==> src/rtl/lcd_bitmap_writer.sv <==
// lcd_bitmap_writer: powers up an ST7920-class 128x64 LCD over its 8-bit
// parallel bus, then copies a 64x64 bitmap ROM row by row into graphic RAM.
// One automatic frame follows init; each start pulse in IDLE redraws.
module lcd_bitmap_writer #(
  parameter int unsigned WR_CYCLES  = 4000,
  parameter int unsigned EN_HIGH    = 1000,
  parameter int unsigned CLR_CYCLES = 100000,
  parameter int unsigned PWR_CYCLES = 2500000,
  parameter int unsigned X_WORD     = 2
) (
  input  logic        clk,
  input  logic        rstn,
  input  logic        start,
  output logic [5:0]  rom_addr,
  input  logic [63:0] rom_data,
  output logic        lcd_rs,
  output logic        lcd_rw,
  output logic        lcd_en,
  output logic [7:0]  lcd_db,
  output logic        busy,
  output logic        done
);

  localparam int unsigned CNT_M1  = (PWR_CYCLES > CLR_CYCLES) ? PWR_CYCLES : CLR_CYCLES;
  localparam int unsigned CNT_MAX = (CNT_M1 > WR_CYCLES) ? CNT_M1 : WR_CYCLES;
  localparam int unsigned CW      = $clog2(CNT_MAX);

  localparam logic [CW-1:0] WR_LAST  = CW'(WR_CYCLES - 1);
  localparam logic [CW-1:0] EN_LAST  = CW'(EN_HIGH);
  localparam logic [CW-1:0] CLR_LAST = CW'(CLR_CYCLES - 1);
  localparam logic [CW-1:0] PWR_LAST = CW'(PWR_CYCLES - 1);
  localparam logic [7:0]    X_OFF    = 8'(X_WORD);

  typedef enum logic [3:0] {
    S_PWR_WAIT,
    S_INIT,
    S_CLR_WAIT,
    S_LOAD,
    S_ROM_WAIT,
    S_CMD_Y,
    S_CMD_X,
    S_DATA,
    S_IDLE
  } state_t;

  state_t        state, state_n;
  logic [CW-1:0] cnt, cnt_n;
  logic [2:0]    idx, idx_n;
  logic [5:0]    row, row_n;
  logic [63:0]   shreg, shreg_n;
  logic [5:0]    addr_n;
  logic [7:0]    db_n;
  logic          rs_n, en_n, busy_n, done_n;
  logic          tx_end;

  assign lcd_rw = 1'b0;

  function automatic logic [7:0] init_cmd(input logic [2:0] i);
    case (i)
      3'd0:    return 8'h30;
      3'd1:    return 8'h0C;
      3'd2:    return 8'h01;
      3'd3:    return 8'h06;
      3'd4:    return 8'h34;
      default: return 8'h36;
    endcase
  endfunction

  function automatic logic is_tx(input state_t s);
    return (s == S_INIT) || (s == S_CMD_Y) || (s == S_CMD_X) || (s == S_DATA);
  endfunction

  function automatic logic [7:0] tx_byte(input state_t s, input logic [2:0] i,
                                         input logic [5:0] r, input logic [63:0] sh);
    case (s)
      S_INIT:  return init_cmd(i);
      S_CMD_Y: return {3'b100, r[4:0]};
      S_CMD_X: return 8'h80 | ((r[5] ? 8'd8 : 8'd0) + X_OFF);
      S_DATA:  return sh[63:56];
      default: return 8'h00;
    endcase
  endfunction

  // State, counters and registered bus outputs
  always_ff @(posedge clk or negedge rstn) begin
    if (!rstn) begin
      state    <= S_PWR_WAIT;
      cnt      <= '0;
      idx      <= '0;
      row      <= '0;
      shreg    <= '0;
      rom_addr <= '0;
      lcd_db   <= '0;
      lcd_rs   <= 1'b0;
      lcd_en   <= 1'b0;
      busy     <= 1'b0;
      done     <= 1'b0;
    end else begin
      state    <= state_n;
      cnt      <= cnt_n;
      idx      <= idx_n;
      row      <= row_n;
      shreg    <= shreg_n;
      rom_addr <= addr_n;
      lcd_db   <= db_n;
      lcd_rs   <= rs_n;
      lcd_en   <= en_n;
      busy     <= busy_n;
      done     <= done_n;
    end
  end

  // Sequencing plus bus outputs decoded from the upcoming state/counter
  always_comb begin
    state_n = state;
    cnt_n   = cnt;
    idx_n   = idx;
    row_n   = row;
    shreg_n = shreg;
    addr_n  = rom_addr;
    db_n    = lcd_db;
    rs_n    = lcd_rs;
    tx_end  = (cnt == WR_LAST);

    case (state)
      S_PWR_WAIT: begin
        if (cnt == PWR_LAST) begin
          state_n = S_INIT;
          cnt_n   = '0;
          idx_n   = '0;
        end else begin
          cnt_n = cnt + CW'(1);
        end
      end
      S_INIT: begin
        if (tx_end) begin
          cnt_n = '0;
          if (idx == 3'd2) begin
            state_n = S_CLR_WAIT;
          end else if (idx == 3'd5) begin
            state_n = S_LOAD;
            row_n   = '0;
          end else begin
            idx_n = idx + 3'd1;
          end
        end else begin
          cnt_n = cnt + CW'(1);
        end
      end
      S_CLR_WAIT: begin
        if (cnt == CLR_LAST) begin
          state_n = S_INIT;
          idx_n   = 3'd3;
          cnt_n   = '0;
        end else begin
          cnt_n = cnt + CW'(1);
        end
      end
      S_LOAD: begin
        addr_n  = row;
        state_n = S_ROM_WAIT;
        cnt_n   = '0;
      end
      S_ROM_WAIT: begin
        if (cnt == CW'(1)) begin
          shreg_n = rom_data;
          state_n = S_CMD_Y;
          cnt_n   = '0;
        end else begin
          cnt_n = cnt + CW'(1);
        end
      end
      S_CMD_Y: begin
        if (tx_end) begin
          state_n = S_CMD_X;
          cnt_n   = '0;
        end else begin
          cnt_n = cnt + CW'(1);
        end
      end
      S_CMD_X: begin
        if (tx_end) begin
          state_n = S_DATA;
          idx_n   = '0;
          cnt_n   = '0;
        end else begin
          cnt_n = cnt + CW'(1);
        end
      end
      S_DATA: begin
        if (tx_end) begin
          cnt_n   = '0;
          shreg_n = {shreg[55:0], 8'h00};
          if (idx == 3'd7) begin
            if (row == 6'd63) begin
              state_n = S_IDLE;
            end else begin
              row_n   = row + 6'd1;
              state_n = S_LOAD;
            end
          end else begin
            idx_n = idx + 3'd1;
          end
        end else begin
          cnt_n = cnt + CW'(1);
        end
      end
      S_IDLE: begin
        if (start) begin
          state_n = S_LOAD;
          row_n   = '0;
          cnt_n   = '0;
        end
      end
      default: begin
        state_n = S_PWR_WAIT;
        cnt_n   = '0;
      end
    endcase

    // Outputs are registered from next-state values so that lcd_db/lcd_rs
    // are already valid during t=0 and lcd_en is high exactly for t=1..EN_HIGH.
    if (is_tx(state_n) && (cnt_n == '0)) begin
      db_n = tx_byte(state_n, idx_n, row_n, shreg_n);
      rs_n = (state_n == S_DATA);
    end
    en_n   = is_tx(state_n) && (cnt_n != '0) && (cnt_n <= EN_LAST);
    busy_n = (state_n != S_IDLE);
    done_n = (state_n == S_DATA) && (idx_n == 3'd7) && (row_n == 6'd63) &&
             (cnt_n == WR_LAST);
  end

endmodule

==> config.mk <==
export PLATFORM = sky130hd
export DESIGN_NAME = lcd_bitmap_writer
export DESIGN_NICKNAME = d
export VERILOG_FILES = /design/src/rtl/lcd_bitmap_writer.sv
export SDC_FILE = /design/constraint.sdc
export NUM_CORES = 1
export LEC_CHECK = 0
export CAP_MARGIN = 30
export CORE_AREA = 2 2 118 120
export DETAILED_ROUTE_END_ITERATION = 8
export DIE_AREA = 0 0 120 122
export PLACE_DENSITY_LB_ADDON = 0.25
export SYNTH_ARGS = -nofsm -noshare
export SYNTH_HDL_FRONTEND = slang
export SYNTH_SLANG_ARGS = --single-unit
==> constraint.sdc <==
create_clock -name clk -period 6.56 [get_ports clk]
set_clock_uncertainty 0.15 [all_clocks]
set_input_delay 1.312 -clock clk [delete_from_list [all_inputs] [get_ports clk]]
set_output_delay 1.312 -clock clk [all_outputs]
set_load 0.005 [all_outputs]
==> flow_metrics.env, run 1 <==
export IMPL_min_delay_start="shreg[55]$_DFFE_PN0P_"
export IMPL_cellLeakagePower_uw=0.00333
export IMPL_finalSetupViolations=0
export IMPL_worstPathCellList="ha_1 > nand4_1 > nor4_1 > a221oi_1 > a211oi_2 > buf_4 > a2bb2oi_1 > o21ai_1 > nor4_4 > nand4_4 > mux2_2"
export IMPL_grt_pass1_wl_um=28300
export IMPL_layout_nets=877
export IMPL_multi_input_area_um2=3330
export IMPL_remaining_max_slew_budget_at_the_tightest_pin_pct=39.5
export IMPL_post_route_cells_drive_above_1_share_pct=9.34
export IMPL_area_occupied_by_registers_um2=2930
export IMPL_timing_critical_path_arrival_ns=5.12
export IMPL_maxClockFrequency_ghz=0.201
export IMPL_clock_latency_ns=0.42
export IMPL_synth_seq_cells=117
export IMPL_route_detailed_vias_per_inst=6.01
export IMPL_antenna_violations_before_repair=0
export IMPL_timing_critical_path_fanout_max=14
export IMPL_die_height_um=122
export IMPL_clockPowerShare_pct=44.5
export IMPL_grt_start_max_net_pins=66
export IMPL_synth_lib_cells_used_distinct=73
export IMPL_worst_setup_hold_path_clk_slew_ns=0.06
export IMPL_timing_critical_path_required_ns=6.71
export IMPL_worst_setup_path_start_kind="flop"
export IMPL_netSwitchingPower_uw=533
export IMPL_signed_area_change_from_the_synthesized_netlist_to_the_final_layout_pct=22.3
export IMPL_gr_usage_all_layers_pct=24.4
export IMPL_critPathCaptureType="flop"
export IMPL_max_cap_viol_count=0
export IMPL_rsz0062_at_grt="false"
export IMPL_comb_power_share_pct=11.6
export IMPL_worst_reg_to_reg_path_cell_count=11
export IMPL_ys_async_sr_fraction_pct=100
export IMPL_worst_path_max_delay_cell="nor4_1"
export IMPL_cpLargestDelayFamily="simple AND/OR/NAND/NOR gates"
export IMPL_vdd_ir_drop_max_mv=0.163
export IMPL_rr_endpoint="lcd_db[5]$_DFFE_PN0P_"
export IMPL_synth_ff_type="dfrtp_1"
export IMPL_synthesis_area_um2=6540
export IMPL_buf_inv_on_cp=1
export IMPL_regToRegStartpoint="cnt[0]$_DFF_PN0_"
export IMPL_cts_tree="yes"
export IMPL_final_worst_path_cycle_share_pct=75.8
export IMPL_cts_hold_fix_buffers=0
export IMPL_top_signal_layer_used="met4"
export IMPL_design_core_area_um2=13500
export IMPL_num_io_pins=86
export IMPL_num_antenna_cells=0
export IMPL_layout_min_cycle_time_ns=4.97
export IMPL_wl_um=17000
export IMPL_initial_utilization_pct=48.4
export IMPL_fp_dieArea_um2=14600
export IMPL_worst_case_hold_path_end_point="shreg[55]$_DFFE_PN0P_"
export IMPL_clock_sink_total=117
export IMPL_cts_setup_buffers=0
export IMPL_gp_routability_congestion=0.919
export IMPL_grt_pass1_vias=5646
export IMPL_detail_route_iter0_violations=424
export IMPL_synth_sequential_area_ratio_pct=44.8
export IMPL_io_buffers=84
export IMPL_fill_cells=1193
export IMPL_cellInternalPower_uw=1390
export IMPL_syn_mean_instance_area_um2=8.82
export IMPL_tightest_slew_ns=0.908
export IMPL_post_synthesis_cells=742
export IMPL_via_count=5970
export IMPL_drc_violation_count_after_routing=0
export IMPL_timing_reg2reg_setup_slack_ns=1.59
export IMPL_netSwitchingFraction_pct=27.7
export IMPL_finalInstanceArea_um2=8000
export IMPL_finalMaxSlewViolations=0
export IMPL_critPathKind="flop to flop"
export IMPL_cts_root_buffer_cell="clkbuf_16"
export IMPL_run_status="complete, no violations"
export IMPL_hpwlAfterDp_um=11800
export IMPL_timing_hold_worst_path_depth=2
export IMPL_worst_path_largest_cell_delay_ns=0.86
export IMPL_grt_overflow_total=0
export IMPL_powerDensity_nw_per_um2=241
export IMPL_setup_total_negative_slack_ns=0
export IMPL_place_area_um2=7450
export IMPL_first_pass_iters=6
export IMPL_route_met2_wl_um=8200
export IMPL_synth_edff_count=0
export IMPL_pwr_share_seq_pct=43.8
export IMPL_wl_met1_um=7130
export IMPL_route_met3_wl_um=1310
export IMPL_timing_hold_worst_class="flop to flop"
export IMPL_synth_warnings=0
export IMPL_synth_net_count=817
export IMPL_ant_nets=0
export IMPL_fp_dieW_um=120
export IMPL_cts_repair_resized=0
export IMPL_clock_tree_htree_level_count=4
export IMPL_post_drt_wl_per_cell_um=17.1
export IMPL_number_of_buffers_inserted_during_clock_tree_synthesis=17
export IMPL_num_rows=43
export IMPL_hold_viol=0
export IMPL_cts_buffer_depth=2
-- worst max-delay path by stage --
stage,start,cells past startpoint,to
final,cnt[0]$_DFF_PN0_,11,lcd_db[5]$_DFFE_PN0P_
after global routing,cnt[0]$_DFF_PN0_,11,lcd_rs$_DFFE_PN0P_
after CTS,cnt[0]$_DFF_PN0_,11,lcd_db[5]$_DFFE_PN0P_
after detailed placement,cnt[0]$_DFF_PN0_,11,lcd_db[5]$_DFFE_PN0P_
after global placement,cnt[0]$_DFF_PN0_,11,lcd_db[7]$_DFFE_PN0P_
after floorplan,cnt[0]$_DFF_PN0_,11,lcd_db[0]$_DFFE_PN0P_
-- worst min-delay path: stages (launching register included) --
cell	delay, ns
dfrtp_1	0.33
nand2_1	0.05
nand2_1	0.05
-- synth_stat cells (3+ instances only) --
master / number / area, um2
a41oi_1: 4 / 35.0
nor2_1: 35 / 131
nor4_1: 7 / 43.8
o21ai_0: 41 / 205
dfrtp_1: 117 / 2930
and3_1: 10 / 62.6
nor4b_1: 4 / 35.0
ha_1: 8 / 100
or2_2: 4 / 25.0
o31ai_1: 7 / 52.6
and4_1: 3 / 26.3
inv_1: 19 / 71.3
clkbuf_1: 36 / 135
nand3_1: 29 / 145
mux2i_1: 5 / 50.1
buf_6: 3 / 33.8
o22ai_1: 3 / 18.8
nor3_1: 9 / 45.0
xnor2_1: 5 / 43.8
nand2_1: 163 / 612
buf_2: 6 / 30.0
buf_1: 3 / 11.3
a22o_1: 9 / 78.8
a21boi_0: 4 / 30.0
a21oi_1: 29 / 145
a22oi_1: 56 / 420
o21bai_1: 3 / 22.5
buf_4: 3 / 22.5
nor2b_1: 5 / 31.3
and2_1: 7 / 43.8
nand2b_1: 4 / 25.0
o21a_1: 3 / 22.5
nand4_1: 16 / 100
mux2_2: 15 / 169
nand3b_1: 3 / 22.5
a31oi_1: 14 / 87.6
nor3b_1: 3 / 22.5
-- kinds of logic after synthesis --
| kind of cell | Yosys count | share of synthesized area, % |
|---|---|---|
| and+or+nand+nor | 318 | 23.6 |
| AOI/OAI and AO/OA | 200 | 21.1 |
| DFF | 117 | 44.8 |
| buffers and inverters | 71 | 4.71 |
| muxes | 20 | 3.35 |
| adders and majority gates | 8 | 1.53 |
| xor gates and xnor gates | 7 | 0.937 |
| other | 1 | 0.0573 |
-- routing by layer --
metal  global-route usage (%)  vias to the layer above
li1                         -                     2796
met4                     10.2                        0
met3                     6.69                       45
met5                        0                        -
met1                     31.3                     2888
met2                     39.2                      241
-- state kept, by name, summed over array words and instances (netlist names) --
signal	cells
shreg	64
cnt	22
lcd_db	8
rom_addr	6
row	6
state	4
idx	3
busy	1
done	1
lcd_en	1
lcd_rs	1
-- layout by cell type, fill, tap and decap left out, drive strengths merged, types with 5 or more instances in the layout --
| cell type | count |
|---|---|
| nand2 | 163 |
| dfrtp | 117 |
| clkdlybuf4s50 | 83 |
| a22oi | 56 |
| o21ai | 43 |
| nor2 | 36 |
| nand3 | 29 |
| a21oi | 29 |
| clkbuf | 22 |
| inv | 21 |
| nand4 | 17 |
| mux2 | 15 |
| a31oi | 14 |
| and3 | 10 |
| nor3 | 10 |
| a22o | 9 |
| buf | 9 |
| nor4 | 9 |
| ha | 8 |
| and2 | 8 |
| o31ai | 7 |
| nor2b | 5 |
| xnor2 | 5 |
| mux2i | 5 |
| clkinv | 5 |
-- layout make-up --
cell class | instances | share of cell area (%)
multi-input cells | 554 | 41.6
flip-flops and latches | 117 | 36.6
repair buffers | 92 | 11.2
clock buffers | 22 | 5.80
well taps | 180 | 2.82
clock inverters | 9 | 0.986
inverters | 20 | 0.939
-- stage by stage --
| stage | instances | total power, uW | hold slack, ns | setup WS [ns] | utilization, % |
|---|---|---|---|---|---|
| floorplan | 742 | 985 | 0.282 | 2.95 | - |
| finish | 994 | 1920 | 0.317 | 1.59 | 59.2 |
| global route | 994 | 2010 | 0.341 | 1.26 | 59.2 |
| detailed placement | 963 | 1070 | 0.308 | 1.79 | 55.2 |
| CTS | 994 | 1940 | 0.320 | 1.76 | 59.2 |
| global placement | 962 | 1060 | 0.302 | 1.97 | 55.1 |
-- power groups by stage --
stage	clock [uW]	sequential (uW)	combinational (uW)
2_1_floorplan	0	787	198
3_3_place_gp	0	845	219
3_5_place_dp	0	851	224
4_1_cts	872	839	225
5_1_grt	911	851	248
6_report	857	844	224
(Power assumes the default switching activity.)
==> run 2: changes to the inputs <==
==> constraint.sdc (replaced) <==
create_clock -name clk -period 4.3 [get_ports clk]
set_clock_uncertainty 0.15 [all_clocks]
set_input_delay 0.86 -clock clk [delete_from_list [all_inputs] [get_ports clk]]
set_output_delay 0.86 -clock clk [all_outputs]
set_load 0.005 [all_outputs]
==> run 2 against run 1 <==
Net effect: hold slack better by 0.0080 ns; final cell count up 1.0%; maximum frequency up 23%; total power up 59%; combinational power up 64%; sequential share of layout area down 0.75 points; register-to-register slack worse by 1.3 ns; highest routed layer unchanged.
==> flow_metrics.env, run 2 (synthesis results as in run 1) <==
export IMPL_run_status="complete, no violations"
export IMPL_signed_area_change_from_the_synthesized_netlist_to_the_final_layout_pct=24.8
export IMPL_finalSetupViolations=0
export IMPL_clock_latency_ns=0.42
export IMPL_clock_tree_htree_level_count=4
export IMPL_drc_violation_count_after_routing=0
export IMPL_place_detailed_instances=972
export IMPL_route_detailed_vias_per_inst=5.95
export IMPL_layout_min_cycle_time_ns=4.06
export IMPL_layout_cells_non_filler=1004
export IMPL_fill_cells=1144
export IMPL_min_delay_start="shreg[23]$_DFFE_PN0P_"
export IMPL_maxClockFrequency_ghz=0.247
export IMPL_timing_hold_worst_path_depth=2
export IMPL_fp_dieArea_um2=14600
export IMPL_timing_critical_path_fanout_max=14
export IMPL_post_route_cells_drive_above_1_share_pct=11.0
export IMPL_final_worst_path_cycle_share_pct=94.3
export IMPL_critPathCaptureType="flop"
export IMPL_initial_utilization_pct=48.4
export IMPL_ant_nets=0
export IMPL_cts_tree="yes"
export IMPL_clock_sink_total=117
export IMPL_num_antenna_cells=0
export IMPL_cts_root_buffer_cell="clkbuf_16"
export IMPL_hold_viol=0
export IMPL_wl_um=17800
export IMPL_worst_reg_to_reg_path_cell_count=10
export IMPL_remaining_max_slew_budget_at_the_tightest_pin_pct=39.1
export IMPL_worst_setup_path_start_kind="flop"
export IMPL_critPathKind="flop to flop"
export IMPL_layout_common_cells="nand2_1 (163), dfrtp_1 (117), clkdlybuf4s50_1 (83)"
export IMPL_grt_overflow_total=0
export IMPL_first_pass_iters=6
export IMPL_gp_routability_congestion=0.912
export IMPL_rr_endpoint="lcd_db[4]$_DFFE_PN0P_"
export IMPL_design_core_area_um2=13500
export IMPL_rsz0062_at_grt="false"
export IMPL_worst_case_hold_path_end_point="shreg[23]$_DFFE_PN0P_"
export IMPL_timing_critical_path_arrival_ns=4.20
export IMPL_cts_hold_fix_buffers=0
export IMPL_gr_usage_all_layers_pct=25.2
export IMPL_largest_register_ff_count=64
export IMPL_p_total_uw=3050
export IMPL_max_cap_viol_count=0
export IMPL_vdd_ir_drop_max_mv=0.255
export IMPL_largest_register="shreg"
export IMPL_worst_setup_hold_path_clk_slew_ns=0.06
export IMPL_grt_pass1_wl_um=29200
export IMPL_timing_hold_worst_class="flop to flop"
export IMPL_final_common_cell="nand2_1"
export IMPL_timing_reg2reg_setup_slack_ns=0.24
export IMPL_io_buffers=84
export IMPL_largest_registers="shreg (64), cnt (22), lcd_db (8)"
export IMPL_tightest_slew_ns=0.913
export IMPL_hpwlAfterDp_um=12300
export IMPL_regToRegStartpoint="cnt[13]$_DFF_PN0_"
export IMPL_grt_pass1_vias=5878
export IMPL_layout_nets=887
export IMPL_via_count=5975
export IMPL_die_height_um=122
export IMPL_num_io_pins=86
export IMPL_timing_critical_path_required_ns=4.45
export IMPL_grt_start_max_net_pins=68
export IMPL_cellLeakagePower_uw=0.00340
export IMPL_antenna_violations_before_repair=0
export IMPL_setup_total_negative_slack_ns=0
export IMPL_post_drt_wl_per_cell_um=17.7
export IMPL_number_of_buffers_inserted_during_clock_tree_synthesis=17
export IMPL_cts_buffer_depth=2
export IMPL_final_core_util_pct=60.5
export IMPL_num_rows=43
export IMPL_fp_dieW_um=120
export IMPL_finalMaxSlewViolations=0
export IMPL_powerDensity_nw_per_um2=374
export IMPL_detail_route_iter0_violations=528
run 2: cell types whose count changed in the layout (fill, tap and decap cells not counted), sizes merged:
cell      before  now
clkbuf        22   20
buf            9   19
bufinv         1    2
clkinv         5    2
clkinvlp       2    5
inv           21   22
run 2: what timing repair did:
action / CTS / global route
buffers inserted: 0 / 1
resized for setup: 0 / 4
endpoints found under the setup margin: 0 / 9
run 2: cell type report:
class	instances	area [um2]	share of cell area [%]
inverter	20	75.1	0.920
clock inverter	11	125	1.53
multi-input combinational	554	3360	41.1
timing repair buffer	102	998	12.2
clock buffer	20	457	5.59
sequential	117	2930	35.9
tap	180	225	2.76
run 2: critical path, cell delays in order, from the launching register on:
cell and delay (ns):
dfrtp_1 0.49, or4_1 0.63, or3_4 0.40, o21ba_2 0.24
a211o_1 0.41, buf_4 0.27, a31oi_1 0.15, a21oi_1 0.10
nor4_4 0.47, nand4_4 0.26, mux2_2 0.34
run 2: how the worst max path moves through the flow:
stage,startpoint,endpoint,slack [ns],cells past startpoint
final,cnt[13]$_DFF_PN0_,lcd_db[4]$_DFFE_PN0P_,0.24,10
after CTS,cnt[1]$_DFF_PN0_,lcd_db[4]$_DFFE_PN0P_,0.24,11
after global routing,cnt[13]$_DFF_PN0_,lcd_db[2]$_DFFE_PN0P_,0.09,10
after detailed placement,cnt[1]$_DFF_PN0_,lcd_db[4]$_DFFE_PN0P_,0.25,11
after floorplan,cnt[0]$_DFF_PN0_,lcd_db[0]$_DFFE_PN0P_,0.69,11
after global placement,cnt[1]$_DFF_PN0_,lcd_db[2]$_DFFE_PN0P_,0.33,11
run 2: per-stage QoR:
step | setup slack [ns] | hold slack, ns | area (um2)
4_1_cts | 0.243 | 0.323 | 8130
5_1_grt | 0.0938 | 0.346 | 8160
3_5_place_dp | 0.247 | 0.310 | 7550
3_3_place_gp | 0.327 | 0.305 | 7550
2_1_floorplan | 0.686 | 0.282 | 6540
6_report | 0.244 | 0.325 | 8160
run 2: layer usage:
metal / up-vias / global-route usage (%) / share of wire, %
li1: 2828 / - / -
met1: 2885 / 32.3 / 42
met2: 226 / 40.3 / 49
met3: 36 / 6.13 / 6.2
met4: 0 / 11.6 / 2.6
met5: - / 0 / 0
run 2: power breakdown:
group          total [uW]  internal [uW]  switching (uW)
sequential           1280           1150             127
clock                1400            880             524
combinational         367            161             206
